==> src/rtl/uart_tx_param.sv <==
// Parametrised UART transmitter with DATA_W data bits, optional parity and 1 or 2 stop bits, LSB first.
// Optional feature: define UART_TX_BREAK_EN to add the break_i line-break input.
module uart_tx_param #(
  parameter int FREQUENCY = 50_000_000,
  parameter int SPEED     = 1_500_000,
  parameter int DATA_W    = 8,
  parameter int PARITY    = 0,
  parameter int STOP_BITS = 1
) (
  input  logic              CLK_i,
  input  logic              reset_n,
  input  logic              valid_i,
  input  logic [DATA_W-1:0] data_i,
`ifdef UART_TX_BREAK_EN
  input  logic              break_i,
`endif
  output logic              ready_o,
  output logic              tx_o,
  output logic              busy_o
);

  localparam int DIV   = FREQUENCY / SPEED;
  localparam int CNT_W = (DIV > 1) ? $clog2(DIV) : 1;
  localparam logic [CNT_W-1:0] CNT_LAST  = CNT_W'(DIV - 1);
  localparam logic [3:0]       DATA_LAST = 4'(DATA_W - 1);
  localparam logic [3:0]       STOP_LAST = 4'(STOP_BITS - 1);

  if (DIV < 2) begin : g_bad_div
    $error("uart_tx_param: FREQUENCY/SPEED must be at least 2");
  end
  if (DATA_W < 5 || DATA_W > 9) begin : g_bad_data_w
    $error("uart_tx_param: DATA_W must be in 5..9");
  end
  if (PARITY < 0 || PARITY > 2) begin : g_bad_parity
    $error("uart_tx_param: PARITY must be 0, 1 or 2");
  end
  if (STOP_BITS < 1 || STOP_BITS > 2) begin : g_bad_stop
    $error("uart_tx_param: STOP_BITS must be 1 or 2");
  end

  typedef enum logic [2:0] {
    S_IDLE      = 3'd0,
    S_START     = 3'd1,
    S_DATA      = 3'd2,
    S_PARITY    = 3'd3,
    S_STOP      = 3'd4,
    S_BREAK     = 3'd5,
    S_BREAK_REL = 3'd6
  } state_t;

  state_t            state;
  logic [CNT_W-1:0]  baud_cnt;
  logic [3:0]        bit_cnt;
  logic [DATA_W-1:0] shreg;
  logic              par_bit;
  logic              bit_tick;
  logic              line_lvl;

  function automatic logic parity_of(input logic [DATA_W-1:0] d);
    logic p;
    if (PARITY == 2) begin
      p = ~^d;
    end else begin
      p = ^d;
    end
    return p;
  endfunction

  assign bit_tick = (baud_cnt == CNT_LAST);

  // Baud counter: parked at zero while idle or holding a break, wraps every DIV cycles otherwise
  always_ff @(posedge CLK_i) begin
    if (!reset_n) begin
      baud_cnt <= '0;
    end else if (state == S_IDLE || state == S_BREAK || bit_tick) begin
      baud_cnt <= '0;
    end else begin
      baud_cnt <= baud_cnt + CNT_W'(1);
    end
  end

  // Line level implied by the current state; tx_o follows it one edge later
  always_comb begin
    line_lvl = 1'b1;
    case (state)
      S_IDLE:      line_lvl = 1'b1;
      S_START:     line_lvl = 1'b0;
      S_DATA:      line_lvl = shreg[0];
      S_PARITY:    line_lvl = par_bit;
      S_STOP:      line_lvl = 1'b1;
      S_BREAK:     line_lvl = 1'b0;
      S_BREAK_REL: line_lvl = 1'b1;
      default:     line_lvl = 1'b1;
    endcase
  end

  // Frame sequencer with registered handshake, busy and serial outputs
  always_ff @(posedge CLK_i) begin
    if (!reset_n) begin
      state   <= S_IDLE;
      bit_cnt <= 4'd0;
      shreg   <= '0;
      par_bit <= 1'b0;
      tx_o    <= 1'b1;
      ready_o <= 1'b1;
      busy_o  <= 1'b0;
    end else begin
      tx_o <= line_lvl;
      case (state)
        S_IDLE: begin
          bit_cnt <= 4'd0;
          if (valid_i && ready_o) begin
            shreg   <= data_i;
            par_bit <= parity_of(data_i);
            state   <= S_START;
            ready_o <= 1'b0;
            busy_o  <= 1'b1;
`ifdef UART_TX_BREAK_EN
          end else if (break_i) begin
            // Break drives the line low on this edge rather than one cycle late
            state   <= S_BREAK;
            tx_o    <= 1'b0;
            ready_o <= 1'b0;
            busy_o  <= 1'b0;
`endif
          end else begin
            ready_o <= 1'b1;
            busy_o  <= 1'b0;
          end
        end
        S_START: begin
          if (bit_tick) begin
            state <= S_DATA;
          end else begin
            state <= S_START;
          end
        end
        S_DATA: begin
          if (bit_tick) begin
            shreg <= shreg >> 1;
            if (bit_cnt == DATA_LAST) begin
              bit_cnt <= 4'd0;
              if (PARITY != 0) begin
                state <= S_PARITY;
              end else begin
                state <= S_STOP;
              end
            end else begin
              bit_cnt <= bit_cnt + 4'd1;
            end
          end else begin
            state <= S_DATA;
          end
        end
        S_PARITY: begin
          if (bit_tick) begin
            state <= S_STOP;
          end else begin
            state <= S_PARITY;
          end
        end
        S_STOP: begin
          if (bit_tick) begin
            if (bit_cnt == STOP_LAST) begin
              bit_cnt <= 4'd0;
              state   <= S_IDLE;
              ready_o <= 1'b1;
              busy_o  <= 1'b0;
            end else begin
              bit_cnt <= bit_cnt + 4'd1;
            end
          end else begin
            state <= S_STOP;
          end
        end
`ifdef UART_TX_BREAK_EN
        S_BREAK: begin
          if (!break_i) begin
            state <= S_BREAK_REL;
            tx_o  <= 1'b1;
          end else begin
            tx_o  <= 1'b0;
          end
        end
        S_BREAK_REL: begin
          tx_o <= 1'b1;
          if (bit_tick) begin
            state   <= S_IDLE;
            ready_o <= 1'b1;
          end else begin
            state   <= S_BREAK_REL;
          end
        end
`endif
        default: begin
          state   <= S_IDLE;
          tx_o    <= 1'b1;
          ready_o <= 1'b1;
          busy_o  <= 1'b0;
        end
      endcase
    end
  end

endmodule

==> config.mk <==
export PLATFORM = sky130hd
export DESIGN_NAME = uart_tx_param
export DESIGN_NICKNAME = d
export VERILOG_FILES = /design/src/rtl/uart_tx_param.sv
export SDC_FILE = /design/constraint.sdc
export NUM_CORES = 1
export LEC_CHECK = 0
export CORE_MARGIN = 10
export CORE_UTILIZATION = 58
export CTS_BUF_LIST = sky130_fd_sc_hd__clkbuf_8 sky130_fd_sc_hd__clkbuf_16
export CTS_CLUSTER_DIAMETER = 60
export DETAILED_ROUTE_END_ITERATION = 8
export GPL_ROUTABILITY_DRIVEN = 0
export HOLD_SLACK_MARGIN = 0.1
export PLACE_DENSITY = 0.81
export SYNTH_ARGS = -nofsm -noshare
export SYNTH_HDL_FRONTEND = slang
export SYNTH_SLANG_ARGS = --single-unit
==> constraint.sdc <==
create_clock -name CLK_i -period 2.8 [get_ports CLK_i]
set_input_delay 0.7 -clock CLK_i [delete_from_list [all_inputs] [get_ports CLK_i]]
set_output_delay 0.7 -clock CLK_i [all_outputs]
set_load 0.01 [all_outputs]
# == Word-level counts from Yosys, hierarchy flattened ==
# Index checks and enable logic that the tools add are counted.
# totals
regBits,25
latchBits,0
mem_bits_rw,0
romBits,0
input_bits,11
memories,0
# op_classes
add_sub_neg,2
multipliers,0
div,0
magnitude_cmp,0
eq_ne,13
shift,0
n_mux,25
bitwise,2
reduce_logical,18
# op_table
op,n
$mux W3,6
$mux W4,4
$mux W8,2
$pmux W8 S2,1
$pmux W3 S5,1
$pmux W4 S3,1
$reduce_and A3 Y1,4
$pmux W1 S3,3
$reduce_xor A8 Y1,1
$add A6 B1 Y6 const B,1
$eq A3 B2 Y1 const B,2
$eq A3 B3 Y1 const B,2
$eq A6 B6 Y1 const B,1
$mux W1,6
$ne A2 B2 Y1 const B,3
$ne A3 B3 Y1 const B,2
$reduce_or A5 Y1,1
$add A4 B1 Y4 const B,1
$eq A4 B3 Y1 const B,1
$logic_not A4 Y1,1
$reduce_and A2 Y1,2
$reduce_or A2 Y1,2
$eq A3 B1 Y1 const B,1
$logic_not A3 Y1,1
8 further kinds,10

# == Depth between registers and ports, before layout ==
# Gate-level depths: netlist of run 1.
# depth
ltp_word,4
mapped_depth,7
mapped_depth_nobuf,6

# == Least setup slack after synthesis of run 1 ==
# Ideal clock, no wire load.
# synth_path
path_kind,register to register
from,reg baud_cnt[0]
to,reg shreg[3]
setup_time_ps,122
t_arrival_ps,1417
required_time_ps,2678
slack_ps,1261
stages_incl_launch_ff,8
cell_sequence,dfxtp_1 inv_1 ha_1 nor3b_4 and4_1 buf_4 o21ai_0 o311a_1
# synth_between
elab_chain_cells,3
# synth_lines
element,line_no,text
"start, declared",52,logic [CNT_W-1:0] baud_cnt;
"start signal, assigned",78,baud_cnt <= baud_cnt + CNT_W'(1);
$eq A6 B6 Y1,69,assign bit_tick = (baud_cnt == CNT_LAST);
$ne A2 B2 Y1 (no line),-,
$reduce_and A3 Y1 (no line),-,
"end signal, assigned",113,shreg <= data_i;
"end signal, assigned",140,shreg <= shreg >> 1;
"end, declared",54,logic [DATA_W-1:0] shreg;
# No other way between the ends.
# A chain may end at the register's enable or synchronous reset.

# == Final worst setup path of run 1 ==
# layout_path
from,in valid_i
to,reg shreg[6]
# layout_between
elab_chain_cells,3
# layout_lines
element,line_no,text
"start, declared",12,"input logic valid_i,"
$logic_and A1 B1 Y1,112,if (valid_i && ready_o) begin
$ne A2 B1 Y1 (no line),-,
$reduce_and A3 Y1 (no line),-,
# No other way between the ends.

==> results of run 1 <==
[layout by cell type, fill, tap and decap left out, types with 2 or more instances in the layout]
cell type / Yosys / layout
a211oi_1: 2 / 2
a21oi_1: 6 / 6
a31oi_1: 3 / 3
and4_1: 2 / 2
clkbuf_8: 0 / 3
clkdlybuf4s50_1: 0 / 13
dfxtp_1: 25 / 25
ha_1: 4 / 4
inv_1: 11 / 11
mux2i_1: 7 / 7
nand2_1: 4 / 4
nand3_1: 9 / 9
nor2_1: 13 / 13
o21a_1: 2 / 2
o21ai_0: 10 / 10
o311a_1: 7 / 7
o31a_1: 2 / 2
or3_1: 2 / 2
xnor2_1: 9 / 9
xor2_1: 3 / 3
[metrics by stage]
step                      total power, uW  hold slack [ns]  area [um2]
after CTS                             721            0.472        1510
after detailed placement              503            0.450        1460
after global placement                497            0.439        1460
final                                 710            0.465        1510
after floorplan                       467            0.426        1350
after global routing                  748            0.511        1510
[worst paths after layout]
path	to	slack, ns	cells past startpoint
max reg2reg	shreg[6]$_SDFFE_PN0P_	0.96	6
max	shreg[6]$_SDFFE_PN0P_	0.83	4
min	baud_cnt[0]$_SDFF_PP0_	0.47	1
min reg2reg	baud_cnt[0]$_SDFF_PP0_	0.47	1
[report_power, final]
part / switching, uW / internal (uW)
combinational: 49.7 / 56.2
sequential: 14.3 / 375
clock: 114 / 101
total: 178 / 532
[routing by layer]
layer  GRT usage (%)  wire, um
met5               0         0
met2            22.1      1380
met4            5.28        40
met1            14.0      1200
met3            4.24       133
[cells by family (layout without fill, tap and decap cells)]
| group | after synthesis | after routing | synth area share [%] |
|---|---|---|---|
| AO/OA/AOI/OAI | 41 | 41 | 21.6 |
| XOR/XNOR | 12 | 12 | 7.77 |
| adder cells (fa/ha/maj) | 4 | 4 | 3.70 |
| buffers and inverters | 19 | 28 | 7.03 |
| flip-flops | 25 | 25 | 37.0 |
| multiplexers | 7 | 7 | 5.18 |
| AND/OR/NAND/NOR | 40 | 40 | 17.7 |
[layout make-up]
cell class | count | area, um2
multi-input combinational | 104 | 757
fill | 190 | 699
sequential | 25 | 500
timing repair buffer | 13 | 130
clock buffer | 3 | 41.3
inverter | 11 | 41.3
tap | 28 | 35.0
clock inverter | 1 | 7.51
[sequential cells by signal (all words and copies together), names as in the netlist]
register and flops:
shreg 8, baud_cnt 6, bit_cnt 4, state 3, busy_o 1, par_bit 1
ready_o 1, tx_o 1
[synthesized netlist by cell type]
cell type / count
a311oi_1: 1
or4b_1: 1
xor2_1: 3
inv_1: 11
a21oi_1: 6
nor2_1: 13
a41oi_1: 1
nand2_4: 1
nand3_1: 9
clkbuf_1: 1
and3_1: 1
and4_1: 2
nand2_1: 4
a31oi_1: 3
or3b_4: 1
dfxtp_1: 25
o31a_1: 2
buf_2: 4
o21bai_1: 1
o22ai_2: 1
mux2i_1: 7
nor3b_2: 1
nor3b_4: 1
buf_6: 2
o221ai_1: 1
o211ai_1: 1
ha_1: 4
buf_4: 1
nor3_1: 1
or3_1: 2
a211oi_1: 2
and3b_1: 1
o21ai_1: 1
xnor2_1: 9
o21a_1: 2
o311a_1: 7
and2b_1: 1
or3b_1: 1
o21ai_0: 10
o22ai_1: 1
a41o_2: 1
[critical path: cells and delay by family]
family | cells | cell delay, ns
buf+inv | 1 | 0.46
simple gates | 1 | 0.59
compound gates | 2 | 0.39
==> flow_summary.toml, run 1 <==
[critical_path]
crit_path_max_fanout = 21
slowest_stage = "and4_1"
slowest_delay_ns = 0.59
cp_data_arrival_time_ns = 2.13
endpoint_kind = "flop"
crit_start = "valid_i"
critPathRequiredTime_ns = 2.96
criticalPathCategory = "input port to flop"
worstReg2RegStart = "baud_cnt[0]$_SDFF_PP0_"
cp_cell_sequence = "clkdlybuf4s50_1, and4_1, o221ai_1, o311a_1"
crit_path_start_kind = "input port"

[cts]
clk_pin_slew_ns = 0.09
postCtsSetupRepairBufs = 0
cts_resized = 0
cts_tree = "built"
insertion_delay_ns = 0.27
hold_buffers = 0
cts_made_buffers = 3
root_buffer = "clkbuf_8"
cts.sinks = 25
clockBufferDepth = 2
cts_max_level = 1

[placement]
dp.cells = 181
io_buffers = 13
place_ws_ns = 0.539
hpwl_mm = 2.04

[timing]
tns_ns = 0
finalWorstSetupSlack_ns = 0.829
drv_slew = 0
fin_crit_ns = 1.97
rsz0062_at_grt = "no"
worst_pin_slew_ns = 0.602
fin_crit_sh_pct = 70.4
hold_violations = 0
max_clock_freq_ghz = 0.507
max-slew-margin-rel_pct = 59.8
setup_viol = 0
skew_ns = 0.00252

[logic_synthesis]
seq_area_frac_synth_pct = 37.0
synth_cell_types = 41
ys_ff_latch = 25
syn_avg_cell_area_um2 = 9.14
synth_top_area_cell = "dfxtp_1"
synth_nets = 163
yosysWarnings = 0
synth_cells = 148
synth.area.top_cells = "dfxtp_1 37%, xnor2_1 5.8%, mux2i_1 5.2%, o311a_1 5.2%, ha_1 3.7%"
synth.cell_area_um2 = 1350
synth.top_cell.area_share_pct = 37.0

[global_route]
grt_pass1_wl_mm = 4.67
grt-ovfl-total = 0
grt_max_degree = 22
track_usage_pct = 12.8
grt_pass1_vias = 1083
antenna_found_initial = 0

[worst_hold_path]
hold_start = "baud_cnt[0]$_SDFF_PP0_"
hold_path.class = "flop to flop"

[finish]
fin_nets = 173
fin_util_pct = 68.4
finalNonFillerCells = 185
antenna_cells = 0
syn_to_final_growth_pct = 11.8
layout-drive-gt1-share_pct = 6.37

[detailed_routing]
drtAntennaViolNets = 0
drt_iter0_markers = 121
wirelength_mm = 2.75
route.detailed.drc = 0
firstDrtPassIters = 4
via_per_inst = 5.93
wl_per_cell_um = 14.9
vias = 1097

[pwr]
p_leak_uw = 0.000601
powerDensity_nw_per_um2 = 469
ir_drop_v = 0.000342

[run_status]
status = "finished clean"

[floorplanning]
fp-row-count = 17
io-pin-count = 14
dieArea_um2 = 4660
die_w_um = 68.3
initial_core_util_pct = 61.1
fp.dieH_um = 68.3
core_um2 = 2210

[run]
drv_cap = 0
(Power assumes the default switching activity.)
==> inputs of run 2 (changes only) <==
--- a/config.mk
+++ b/config.mk
@@ -6,13 +6,13 @@
 export NUM_CORES = 1
 export LEC_CHECK = 0
 export CORE_MARGIN = 10
-export CORE_UTILIZATION = 58
+export CORE_UTILIZATION = 50
 export CTS_BUF_LIST = sky130_fd_sc_hd__clkbuf_8 sky130_fd_sc_hd__clkbuf_16
 export CTS_CLUSTER_DIAMETER = 60
 export DETAILED_ROUTE_END_ITERATION = 8
 export GPL_ROUTABILITY_DRIVEN = 0
 export HOLD_SLACK_MARGIN = 0.1
-export PLACE_DENSITY = 0.81
+export PLACE_DENSITY = 0.74
 export SYNTH_ARGS = -nofsm -noshare
 export SYNTH_HDL_FRONTEND = slang
 export SYNTH_SLANG_ARGS = --single-unit
==> constraint.sdc (replaced) <==
create_clock -name CLK_i -period 1.6 [get_ports CLK_i]
set_input_delay 0.4 -clock CLK_i [delete_from_list [all_inputs] [get_ports CLK_i]]
set_output_delay 0.4 -clock CLK_i [all_outputs]
set_load 0.01 [all_outputs]
==> run 2 against run 1 <==
Compared with the run above: clock-buffer cell count stayed put; largest power group unchanged; clock power is 70% higher; highest routed layer unchanged; critical path type is now flop to flop; die area is 11% higher; power is 79% higher; register-to-register slack worse by 0.95 ns; first-iteration DRC count is 21% lower; worst setup slack worse by 0.82 ns; combinational power is 110% higher.
==> flow_summary.toml, run 2 (synthesis gave the netlist of run 1 again) <==
[critical_path]
crit_path_max_fanout = 4
slowest_delay_ns = 0.47
rr_worst_depth = 6
rrSetupSlack_ns = 0.008
slowest_stage = "or4b_1"
r2r-end = "state[2]$_SDFFE_PN0P_"
cp_data_arrival_time_ns = 1.79
endpoint_kind = "flop"
criticalPathCategory = "flop to flop"
worstReg2RegStart = "bit_cnt[0]$_SDFFE_PN0P_"
critPathRequiredTime_ns = 1.80
cp_cell_sequence = "inv_1, ha_1, nor3b_4, o22ai_2, or4b_1, a21oi_1"
crit_path_start_kind = "flop"

[cts]
cts.sinks = 25
cts_tree = "built"
hold_buffers = 0
root_buffer = "clkbuf_8"
cts_made_buffers = 3
insertion_delay_ns = 0.27
cts_max_level = 1
clk_pin_slew_ns = 0.09
clockBufferDepth = 2

[global_route]
grtUsageMet2_pct = 18.9
grt_pass1_vias = 1130
track_usage_pct = 11.1
top_usage_layer = "met2"
antenna_found_initial = 0
grt-ovfl-total = 0
grt_pass1_wl_mm = 4.92
grt_max_degree = 17
met3_usage_pct = 3.67
grt_use_met1_pct = 13.3

[timing]
drv_slew = 0
setup_viol = 0
max-slew-margin-rel_pct = 69.4
tns_ns = 0
max_clock_freq_ghz = 0.628
fin_crit_ns = 1.59
fin_crit_sh_pct = 99.5
skew_ns = 0.00628
hold_violations = 0
worst_pin_slew_ns = 0.457
rsz0062_at_grt = "yes"

[finish]
final-seq-area_um2 = 504
final_cell_mix = "22 x dfxtp_1, 16 x buf_4, 13 x nor2_1"
regMostFlops = "shreg"
final_common_cell = "dfxtp_1"
fin_nets = 192
antenna_cells = 0
design_area_um2 = 1720
multi_input_area_um2 = 790
top_regs = "shreg x8, baud_cnt x6, bit_cnt x4"
syn_to_final_growth_pct = 26.8
nFillCells = 206
layout-drive-gt1-share_pct = 20.5
largest_register_ffs = 8

[detailed_routing]
drt_iter0_markers = 96
wirelength_mm = 2.89
firstDrtPassIters = 4
wl_per_cell_um = 14.0
vias = 1174
via_per_inst = 5.70
route.detailed.drc = 0
drtAntennaViolNets = 0

[pwr]
powerDensity_nw_per_um2 = 740
p_leak_uw = 0.000739
ir_drop_v = 0.000635

[run_status]
status = "finished clean"

[floorplanning]
initial_core_util_pct = 53.6
die_w_um = 72.0
fp-row-count = 18
core_um2 = 2520
dieArea_um2 = 5190
io-pin-count = 14
fp.dieH_um = 72.0

[placement]
placed_area_um2 = 1610
hpwl_mm = 2.24
io_buffers = 13

[worst_hold_path]
hold_end = "bit_cnt[0]$_SDFFE_PN0P_"
hold_start = "bit_cnt[0]$_SDFFE_PN0P_"
hold_path.class = "flop to flop"
worstHoldPathCells = 2

[run]
drv_cap = 0
[run 2: timing repair]
action / CTS / global route
pin swaps: 2 / 4
endpoints found under the setup margin: 2 / 17
gates resized for setup: 2 / 13
setup buffers: 1 / 0
[run 2: area by class of cell]
type	count	share of cell area, %
clock buffer	3	2.41
clock inverter	1	0.219
inverter	11	2.41
multi-input combinational	104	46.0
sequential	25	29.4
tap	30	2.19
timing repair buffer	32	17.4
[run 2: worst max path at each step]
stage / startpoint / end / slack [ns] / depth (start not counted)
3_3_place_gp: valid_i / shreg[6]$_SDFFE_PN0P_ / -0.15 / 4
6_report: bit_cnt[0]$_SDFFE_PN0P_ / state[2]$_SDFFE_PN0P_ / 0.008 / 6
4_1_cts: ready_o$_SDFFE_PN1P_ / ready_o / 0.006 / 1
2_1_floorplan: baud_cnt[0]$_SDFF_PP0_ / shreg[3]$_SDFFE_PN0P_ / 0.06 / 7
5_1_grt: baud_cnt[1]$_SDFF_PP0_ / bit_cnt[2]$_SDFFE_PN0P_ / -0.07 / 7
3_5_place_dp: valid_i / shreg[6]$_SDFFE_PN0P_ / -0.20 / 4
[run 2: through the flow]
step	worst slack (ns)	total power [uW]	util [%]	hold WS, ns	std cells
after floorplan	0.0610	817	-	0.426	148
after global placement	-0.155	902	64.0	0.483	201
after detailed placement	-0.195	909	64.0	0.494	201
after CTS	0.00608	1270	66.4	0.509	206
after global routing	-0.0694	1340	68.0	0.524	206
final	0.00841	1270	68.0	0.486	206
[run 2: metal layers]
metal,share of wire (%),vias up,routed length (um)
met4,1.5,0,42
li1,-,594,-
met3,5.6,5,162
met1,45,545,1290
met2,48,30,1390
met5,0,-,0
[run 2: power by group]
| part | switching (uW) | internal [uW] | leakage (uW) |
|---|---|---|---|
| clock network | 193 | 172 | 0.0000269 |
| registers | 21.3 | 656 | 0.000206 |
| logic | 101 | 125 | 0.000507 |
| total | 315 | 953 | 0.000739 |
[run 2: critical path, delay by kind of cell, from the launching register on]
| family | cells | cell delay [ns] |
|---|---|---|
| simple gates | 2 | 0.68 |
| buf+inv | 1 | 0.07 |
| compound gates | 2 | 0.28 |
| flops | 1 | 0.34 |
| fa+ha+maj | 1 | 0.15 |
==> inputs of run 3 (changes only) <==
--- a/config.mk
+++ b/config.mk
@@ -13,6 +13,8 @@
 export GPL_ROUTABILITY_DRIVEN = 0
 export HOLD_SLACK_MARGIN = 0.1
 export PLACE_DENSITY = 0.74
+export RECOVER_POWER = 50
+export SLEW_MARGIN = 5
 export SYNTH_ARGS = -nofsm -noshare
 export SYNTH_HDL_FRONTEND = slang
 export SYNTH_SLANG_ARGS = --single-unit
==> run 3 against run 2 <==
Compared with the run above: via count did not move; clock skew stayed put; critical path depth unchanged; sequential share of layout area up 0.086 points; die area is the same; largest power group unchanged; flip-flop and latch count stayed put; combinational power barely moved; global-route usage is the same; worst hold slack is essentially flat; non-clock buffer count did not move; clock-buffer cell count did not move; final cell count did not move; critical path type unchanged; highest routed layer unchanged.
==> flow_summary.toml, run 3 (synthesis gave the netlist of run 1 again) <==
[timing]
max_clock_freq_ghz = 0.629
worst_pin_slew_ns = 0.457
max-slew-margin-rel_pct = 69.4
rsz0062_at_grt = "yes"
skew_ns = 0.00628
fin_crit_sh_pct = 99.4
setup_viol = 0
hold_violations = 0
fin_crit_ns = 1.59
holdWs_ns = 0.486
drv_slew = 0

[critical_path]
crit_path_max_fanout = 4
endpoint_kind = "flop"
critPathRequiredTime_ns = 1.80
rrSetupSlack_ns = 0.009
criticalPathCategory = "flop to flop"
cp_data_arrival_time_ns = 1.79
crit_path_start_kind = "flop"

[pwr]
swShare_pct = 24.9
p_seq_share_pct = 53.4
p_leak_uw = 0.000721
intPower_uw = 952
powerDensity_nw_per_um2 = 741
comb_power_share_pct = 17.8
pwr-share-clk_pct = 28.8
power_switching_uw = 315
ir_drop_v = 0.000633

[cts]
cts.sinks = 25
clockBufferDepth = 2
insertion_delay_ns = 0.27
cts_max_level = 1
root_buffer = "clkbuf_8"
clk_pin_slew_ns = 0.09
cts_tree = "built"
cts_made_buffers = 3

[floorplanning]
io-pin-count = 14
fp-row-count = 18
core_um2 = 2520
dieArea_um2 = 5190
initial_core_util_pct = 53.6
fp.dieH_um = 72.0
die_w_um = 72.0

[finish]
fin_nets = 192
largest_register_ffs = 8
layout-drive-gt1-share_pct = 20.5
top_regs = "shreg x8, baud_cnt x6, bit_cnt x4"
regMostFlops = "shreg"
design_area_um2 = 1710
antenna_cells = 0
final_common_cell = "dfxtp_1"
syn_to_final_growth_pct = 26.5
final_cell_mix = "22 x dfxtp_1, 16 x buf_4, 13 x nor2_1"

[detailed_routing]
via_per_inst = 5.70
drtAntennaViolNets = 0
route.detailed.drc = 0
drt_iter0_markers = 91
firstDrtPassIters = 4
wirelength_mm = 2.88
wl_per_cell_um = 14.0
vias = 1174

[worst_hold_path]
hold_path.class = "flop to flop"

[global_route]
grt_pass1_vias = 1130
antenna_found_initial = 0
grt-ovfl-total = 0
grt_max_degree = 17
grt_pass1_wl_mm = 4.92
track_usage_pct = 11.1

[placement]
io_buffers = 13
placed_area_um2 = 1610
hpwl_mm = 2.24

[run_status]
status = "finished clean"

[run]
drv_cap = 0
## run 3: cell types whose count changed in the layout (fill, tap and decap cells not counted)
cell             change
clkdlybuf4s25_1      +2
dlymetal6s2s_1       -2
clkdlybuf4s50_1      -1
dlygate4sd3_1        +1
## run 3: critical path, cell delays in order (launching register included)
cell	delay (ns)
dfxtp_2	0.34
inv_1	0.07
ha_1	0.15
nor3b_4	0.21
o22ai_2	0.13
or4b_1	0.47
a21oi_1	0.15
## run 3: through the flow
stage / cells / setup WS, ns / utilization (%) / TNS (ns) / power, uW
after floorplan: 148 / 0.0610 / - / 0 / 817
after global placement: 201 / -0.155 / 64.0 / -1.44 / 902
after detailed placement: 201 / -0.195 / 64.0 / -1.84 / 909
after CTS: 206 / 0.00608 / 66.4 / 0 / 1270
after global routing: 206 / -0.0694 / 67.8 / -0.387 / 1340
final: 206 / 0.00912 / 67.8 / 0 / 1270
## run 3: power groups by stage
stage                     combinational, uW  sequential (uW)  clock, uW
after floorplan                         131              686          0
after global placement                  213              690          0
after detailed placement                219              690          0
after CTS                               220              676        373
after global routing                    251              682        405
final                                   226              678        365
## run 3: worst paths after layout
path | cells after the start | start | end
min | 2 | bit_cnt[0]$_SDFFE_PN0P_ | bit_cnt[0]$_SDFFE_PN0P_
min reg2reg | 2 | bit_cnt[0]$_SDFFE_PN0P_ | bit_cnt[0]$_SDFFE_PN0P_
max | 6 | bit_cnt[0]$_SDFFE_PN0P_ | state[2]$_SDFFE_PN0P_
max reg2reg | 6 | bit_cnt[0]$_SDFFE_PN0P_ | state[2]$_SDFFE_PN0P_
## run 3: area by class of cell
type	count	area [um2]
fill	207	812
multi-input combinational	104	790
sequential	25	504
timing repair buffer	32	293
clock buffer	3	41.3
inverter	11	41.3
tap	30	37.5
clock inverter	1	3.75
## run 3: timing repair
action	4_1_cts	5_1_grt
resized for setup	2	13
hold buffers	0	0
endpoints found under the hold margin	0	0
buffers inserted	1	0
pin swaps	2	4
gates cloned	0	0
endpoints found under the setup margin	2	17
## run 3: metal layers
metal | part of all wire, % | track usage, %
met1 | 45 | 13.3
met2 | 48 | 18.9
met3 | 5.9 | 3.67
met4 | 1.5 | 2.15
met5 | 0 | 0
